==> config.mk <==
export PLATFORM = sky130hd
export DESIGN_NAME = sramlike2axi_bridge
export DESIGN_NICKNAME = d
export VERILOG_FILES = /design/src/rtl/sramlike2axi_bridge.sv
export SDC_FILE = /design/constraint.sdc
export NUM_CORES = 1
export LEC_CHECK = 0
export ABC_AREA = 1
export BUFFER_PORTS_ARGS = -buffer_cell sky130_fd_sc_hd__buf_4
export CORE_AREA = 2 2 162 164
export CTS_CLUSTER_DIAMETER = 150
export CTS_CLUSTER_SIZE = 12
export DETAILED_ROUTE_END_ITERATION = 6
export DIE_AREA = 0 0 164 166
export SLEW_MARGIN = 40
export SYNTH_ARGS = -nofsm -noshare
export SYNTH_HDL_FRONTEND = slang
export SYNTH_SLANG_ARGS = --single-unit
export TNS_END_PERCENT = 10
==> constraint.sdc <==
create_clock -name clk -period 2.7 [get_ports clk]
set_clock_uncertainty 0.1 [all_clocks]
set_input_delay 0.81 -clock clk [delete_from_list [all_inputs] [get_ports clk]]
set_output_delay 0.81 -clock clk [all_outputs]
set_load 0.01 [all_outputs]
==> src/rtl/sramlike2axi_bridge.sv <==
// rtl/sramlike2axi_bridge.sv - inst/data SRAM-like masters onto one single-beat AXI3 master port
// Optional AXI_BRIDGE_ERR_EN adds a sticky bus_err output for non-OKAY rresp/bresp.
module sramlike2axi_bridge #(
    parameter logic [3:0] INST_ID = 4'd0,
    parameter logic [3:0] DATA_ID = 4'd1
) (
    input  logic        clk,
    input  logic        rst,

    input  logic        inst_req,
    input  logic        inst_wr,
    input  logic [1:0]  inst_size,
    input  logic [31:0] inst_addr,
    input  logic [31:0] inst_wdata,
    output logic [31:0] inst_rdata,
    output logic        inst_addr_ok,
    output logic        inst_data_ok,

    input  logic        data_req,
    input  logic        data_wr,
    input  logic [1:0]  data_size,
    input  logic [31:0] data_addr,
    input  logic [31:0] data_wdata,
    output logic [31:0] data_rdata,
    output logic        data_addr_ok,
    output logic        data_data_ok,

    output logic [3:0]  arid,
    output logic [31:0] araddr,
    output logic [7:0]  arlen,
    output logic [2:0]  arsize,
    output logic [1:0]  arburst,
    output logic [1:0]  arlock,
    output logic [3:0]  arcache,
    output logic [2:0]  arprot,
    output logic        arvalid,
    input  logic        arready,

    input  logic [3:0]  rid,
    input  logic [31:0] rdata,
    input  logic [1:0]  rresp,
    input  logic        rlast,
    input  logic        rvalid,
    output logic        rready,

    output logic [3:0]  awid,
    output logic [31:0] awaddr,
    output logic [7:0]  awlen,
    output logic [2:0]  awsize,
    output logic [1:0]  awburst,
    output logic [1:0]  awlock,
    output logic [3:0]  awcache,
    output logic [2:0]  awprot,
    output logic        awvalid,
    input  logic        awready,

    output logic [3:0]  wid,
    output logic [31:0] wdata,
    output logic [3:0]  wstrb,
    output logic        wlast,
    output logic        wvalid,
    input  logic        wready,

    input  logic [3:0]  bid,
    input  logic [1:0]  bresp,
    input  logic        bvalid,
    output logic        bready
`ifdef AXI_BRIDGE_ERR_EN
    ,
    output logic        bus_err
`endif
);

    typedef enum logic [2:0] {S_IDLE, S_AR, S_R, S_AW_W, S_B} state_t;

    state_t      state, state_n;
    logic        owner_data;
    logic [1:0]  size_q;
    logic [31:0] addr_q;
    logic [31:0] wdata_q;
    logic        aw_done, aw_done_n;
    logic        w_done, w_done_n;
    logic        accept;

    assign accept = (state == S_IDLE) && (data_req || inst_req);

    always_ff @(posedge clk) begin
        if (rst) begin
            state      <= S_IDLE;
            owner_data <= 1'b0;
            size_q     <= 2'd0;
            addr_q     <= 32'd0;
            wdata_q    <= 32'd0;
            aw_done    <= 1'b0;
            w_done     <= 1'b0;
        end else begin
            state   <= state_n;
            aw_done <= aw_done_n;
            w_done  <= w_done_n;
            if (accept) begin
                owner_data <= data_req;
                size_q     <= data_req ? data_size  : inst_size;
                addr_q     <= data_req ? data_addr  : inst_addr;
                wdata_q    <= data_req ? data_wdata : 32'd0;
            end
        end
    end

    // Every handshake output is gated by rst so a reset mid-transaction drops it the same cycle.
    always_comb begin
        state_n      = state;
        aw_done_n    = aw_done;
        w_done_n     = w_done;
        inst_addr_ok = 1'b0;
        inst_data_ok = 1'b0;
        data_addr_ok = 1'b0;
        data_data_ok = 1'b0;
        arvalid      = 1'b0;
        rready       = 1'b0;
        awvalid      = 1'b0;
        wvalid       = 1'b0;
        bready       = 1'b0;
        if (!rst) begin
            case (state)
                S_IDLE: begin
                    if (data_req) begin
                        data_addr_ok = 1'b1;
                        state_n      = data_wr ? S_AW_W : S_AR;
                    end else if (inst_req) begin
                        inst_addr_ok = 1'b1;
                        state_n      = S_AR;
                    end
                end
                S_AR: begin
                    arvalid = 1'b1;
                    if (arready) state_n = S_R;
                end
                S_R: begin
                    rready = 1'b1;
                    if (rvalid) begin
                        data_data_ok = owner_data;
                        inst_data_ok = !owner_data;
                        state_n      = S_IDLE;
                    end
                end
                S_AW_W: begin
                    awvalid = !aw_done;
                    wvalid  = !w_done;
                    if (!aw_done && awready) aw_done_n = 1'b1;
                    if (!w_done && wready)   w_done_n  = 1'b1;
                    if (aw_done_n && w_done_n) begin
                        aw_done_n = 1'b0;
                        w_done_n  = 1'b0;
                        state_n   = S_B;
                    end
                end
                S_B: begin
                    bready = 1'b1;
                    if (bvalid) begin
                        data_data_ok = 1'b1;
                        state_n      = S_IDLE;
                    end
                end
                default: state_n = S_IDLE;
            endcase
        end
    end

    always_comb begin
        wstrb = 4'b1111;
        case (size_q)
            2'd0:    wstrb = 4'b0001 << addr_q[1:0];
            2'd1:    wstrb = addr_q[1] ? 4'b1100 : 4'b0011;
            default: wstrb = 4'b1111;
        endcase
    end

    assign arid    = owner_data ? DATA_ID : INST_ID;
    assign araddr  = addr_q;
    assign arlen   = 8'd0;
    assign arsize  = {1'b0, size_q};
    assign arburst = 2'b01;
    assign arlock  = 2'b00;
    assign arcache = 4'd0;
    assign arprot  = 3'd0;

    assign awid    = DATA_ID;
    assign awaddr  = addr_q;
    assign awlen   = 8'd0;
    assign awsize  = {1'b0, size_q};
    assign awburst = 2'b01;
    assign awlock  = 2'b00;
    assign awcache = 4'd0;
    assign awprot  = 3'd0;

    assign wid     = DATA_ID;
    assign wdata   = wdata_q;
    assign wlast   = 1'b1;

    assign inst_rdata = rdata;
    assign data_rdata = rdata;

`ifdef AXI_BRIDGE_ERR_EN
    always_ff @(posedge clk) begin
        if (rst) begin
            bus_err <= 1'b0;
        end else if ((rready && rvalid && rresp != 2'b00) ||
                     (bready && bvalid && bresp != 2'b00)) begin
            bus_err <= 1'b1;
        end
    end

    logic unused_in;
    assign unused_in = &{1'b0, inst_wr, inst_wdata, rid, rlast, bid};
`else
    logic unused_in;
    assign unused_in = &{1'b0, inst_wr, inst_wdata, rid, rlast, bid, rresp, bresp};
`endif

endmodule

---- After elaboration in Yosys (flattened, before gate mapping) ----
Index checks and enable logic that the tools add are counted.
storage, ports and cells
  bits in registers ....................... 72
cells by class
  eq/ne operators ......................... 10
  shift-type cells ........................ 1
  muxes and demuxes ....................... 46
  reductions and logical operators ........ 11
operator list
  cell                 count
  $mux 32              2
  $mux 1               32
  $mux 3               6
  $pmux 3 s5           1
  $ne 2x2->1 const B   4
  $pmux 4 s2           1
  $eq 3x2->1 const B   2
  $reduce_and 5->1     1
  $logic_and 1x1->1    4
  $mux 2               2
  $mux 4               1
  $shl 1x2->4 const A  1
  $eq 3x1->1 const B   1
  $eq 3x3->1 const B   1
  $logic_not 1->1      3
  $logic_not 3->1      1
  $ne 3x3->1 const B   1
  $eq 2x1->1 const B   1
  $logic_not 2->1      1
  $pmux 1 s2           1
  $logic_or 1x1->1     1

---- Logic depth before layout (Yosys ltp) ----
  depth after elaboration ................. 8
  depth in mapped cells ................... 9

---- Worst setup path before layout ----
No wires, ideal clock.
  path type ............................... input -> output
  start point ............................. in data_req
  end point ............................... out inst_addr_ok
  data arrival time ....................... 1750 ps
  setup slack ............................. 40 ps
  stages .................................. 4
  path buffers ............................ 3
  path through ............................ buf_2 -> buf_2 -> buf_4 -> nor4_1
on the way
  cells in the longest elaborated chain, start to end .. 3
ends and longest elaborated chain
  item         RTL line  RTL
  from (decl)  19        input logic data_req,
  $mux 1       126       if (data_req) begin
  $mux 1       124       case (state)
  $mux 1       123       if (!rst) begin
  to (decl)    16        output logic inst_addr_ok,
No other way between the ends.

---- Worst setup path after layout ----
  start point ............................. in data_req
  end point ............................... out data_addr_ok
on the way
  cells in the longest elaborated chain, start to end .. 3
ends and longest elaborated chain
  item       RTL line  RTL
  $mux 1     126
  $mux 1     124
  $mux 1     123
  to (decl)  25        output logic data_addr_ok,
No other way between the ends.

==> metrics.txt <==
status=completed; number of clock sinks=72; total track usage=0.0857; CTS root buf=clkbuf_16; sequential area share after synthesis=0.336; origin of the worst setup path=data_req; # diodes=0; Ys Warns=0; Critical Path RT=1.79 ns; Netlist Area Pre-Place=4290 sq um; post-DR wirelength/cell=roughly 12 microns; GRT met1 Usage=0.0986; Worst setup EP type=primary output; die height=between 150 and 200 microns; Area Growth Syn to Fin=33.6%; initial antenna violation count=0; Crit Path Class=input port to primary output; CP max FO=2; drt drc=0; Yosys cell types=25; Syn Area/Cell=8.06 sq um; core area=between 20000 and 30000 sq um; worst relative slew slack=0.646; first-pass GRT wire length=17.8 mm; CP startpoint kind=input port; clock latency on the worst-skew pair=approximately 0.33 ns; DRT Pass-1 Iters=4; R2R cell count=7; TritonCTS Buffers=9; pre-CTS setup slack=0.177 ns; Leakage=2.88 nW; final setup violation count=0; hpwl dp=9.13 mm; Reg clk slew, reported paths=0.06 ns; GRT Max-Usage Layer=met2; worst min path class=register to register; Final ANT Viol Nets=0; CP endpoint=data_addr_ok; routed via count=3602; top-count cell post-synth=buf_4; grt total ovfl=0; layout cell share with drive strength beyond 1=0.420; R2R Setup Slk=slightly below 0.9 ns; flops & latches, synth=72; Max Fclk=approximately 400 MHz; Critical R2R Capture=araddr[7]$_SDFFE_PP0P_; vias in the first global route=3332; die area=27200 sq um; Core Util, Final=0.224; top cells by count, synth=buf_4 (154), nand2_1 (84), dfxtp_1 (72), o21ai_0 (42), a21oi_1 (34); fin worst setup slack=0.222 ns; Hold Violations, Final=0; Reg2Reg Launch Point=state[1]$_SDFFE_PP0P_; fin crit share=0.918; Resize count post-CTS=0; Clock Path Buffers=2; IO Count=418; top-area cell type share of the netlist area=0.336; final design instance area without fill=5740 sq um; ys async rst share=0; Setup Buffers After CTS=0; GP Congestion=0.744; Starting Density=0.168; Die Span X=roughly 160 microns; actual slew at the worst max-slew pin=0.531 ns; Slew Viols, Final=0; met3 usage=0.0320; IR Drop Worst-Case VDD=0.381 mV; CTS HTree Levels=3; GR Util met2=0.143; DR vias/cell=3.65; Arr. time, crit path=roughly 1.6 ns; RSZ-0062 raised after global routing=false; hold_buf cts=0; final setup TNS=0 ns; Final #Nets=837; min cycle time layout=2.48 ns; DRT iter0 DRCs=~130; largest net degree at the start of global routing=61; Core Rows=59; cell taking the most area after synthesis=dfxtp_1; top post-synthesis cells by area=dfxtp_1 (34%), buf_4 (27%), nand2_1 (7.3%); gate count after technology mapping=533; Post-synth EDFFs=0; PortBufs=223; Max Cap Viol=0; final WL=12.0 mm; Most used DFF post-synth=dfxtp_1; CTS tree=built; Area after DPL=5380 sq um; Power Dens Cells=~990 nW/um^2
-- report_power, final --
group / switching [mW] / internal, mW / leakage, nW
logic: 1.32 / 1.15 / 2.12
registers: 0.306 / 1.41 / 0.592
clock network: 0.497 / 0.996 / 0.173
-- cells in the final DEF (no fill, tap or decap), types with 2 or more instances in the layout --
cell / Yosys / layout
mux2i_1: 31 / 31
inv_1: 20 / 19
a211oi_1: 2 / 2
nand2_1: 84 / 84
nor2_4: 1 / 2
nand3_2: 21 / 21
nand3_1: 18 / 18
inv_2: 1 / 2
conb_1: 2 / 52
o21ai_0: 42 / 42
dfxtp_1: 72 / 72
buf_12: 0 / 2
nor3_1: 3 / 3
a31oi_1: 3 / 3
buf_4: 154 / 231
a21oi_1: 34 / 34
bufinv_16: 0 / 4
nor2_1: 13 / 13
clkbuf_16: 0 / 9
nor4_1: 3 / 3
-- per-layer routing --
layer / vias up / share of wire
li1: 1760 / -
met1: 1638 / 0.41
met2: 183 / 0.48
met3: 21 / 0.089
met4: 0 / 0.021
met5: - / 0
-- final cells by class --
class                           instances  area (sq um)
Clock buffer                           10           229
Clock inverter                          5           129
Fill cell                            2813         19900
Inverter                               22          83.8
Multi-Input combinational cell        311          1660
Sequential cell                        72          1440
Tap cell                              335           419
Timing Repair Buffer                  233          1770
-- logic make-up after synthesis --
kind of cell | share of synthesized area
buffers and inverters | 0.322
AND/OR/NAND/NOR | 0.170
AO/OA/AOI/OAI | 0.0982
flip-flops | 0.336
multiplexers | 0.0723
other | 0.00175
-- registers in the layout (all words and copies together) (netlist names) --
name and count:
state 3, wdata 32, size_q 2, aw_done 1, w_done 1, owner_data 1, araddr 32
-- worst min path at each step --
stage	slack (ns)	cells after the start	start	end
after global routing	0.38	2	wdata[25]$_SDFFE_PP0P_	wdata[25]$_SDFFE_PP0P_
after global placement	0.35	2	wdata[25]$_SDFFE_PP0P_	wdata[25]$_SDFFE_PP0P_
after detailed placement	0.36	2	wdata[25]$_SDFFE_PP0P_	wdata[25]$_SDFFE_PP0P_
final	0.36	2	wdata[25]$_SDFFE_PP0P_	wdata[25]$_SDFFE_PP0P_
after CTS	0.37	2	wdata[25]$_SDFFE_PP0P_	wdata[25]$_SDFFE_PP0P_
after floorplan	0.37	2	aw_done$_SDFFE_PP0N_	aw_done$_SDFFE_PP0N_
-- metrics by stage --
stage,cells,power [mW],hold WS (ns)
detailed placement,973,4.25,0.356
global route,988,6.08,0.383
global placement,973,4.23,0.352
CTS,988,5.80,0.367
floorplan,583,3.39,0.372
finish,988,5.68,0.361
-- worst max-delay path: stages --
cell	delay (ns)
buf_4	0.13
nor2_1	0.24
nor2_4	0.07
nand3_2	0.09
clkinv_2	0.08
buf_4	0.15
Note: power is estimated with default switching activity, not from simulation.
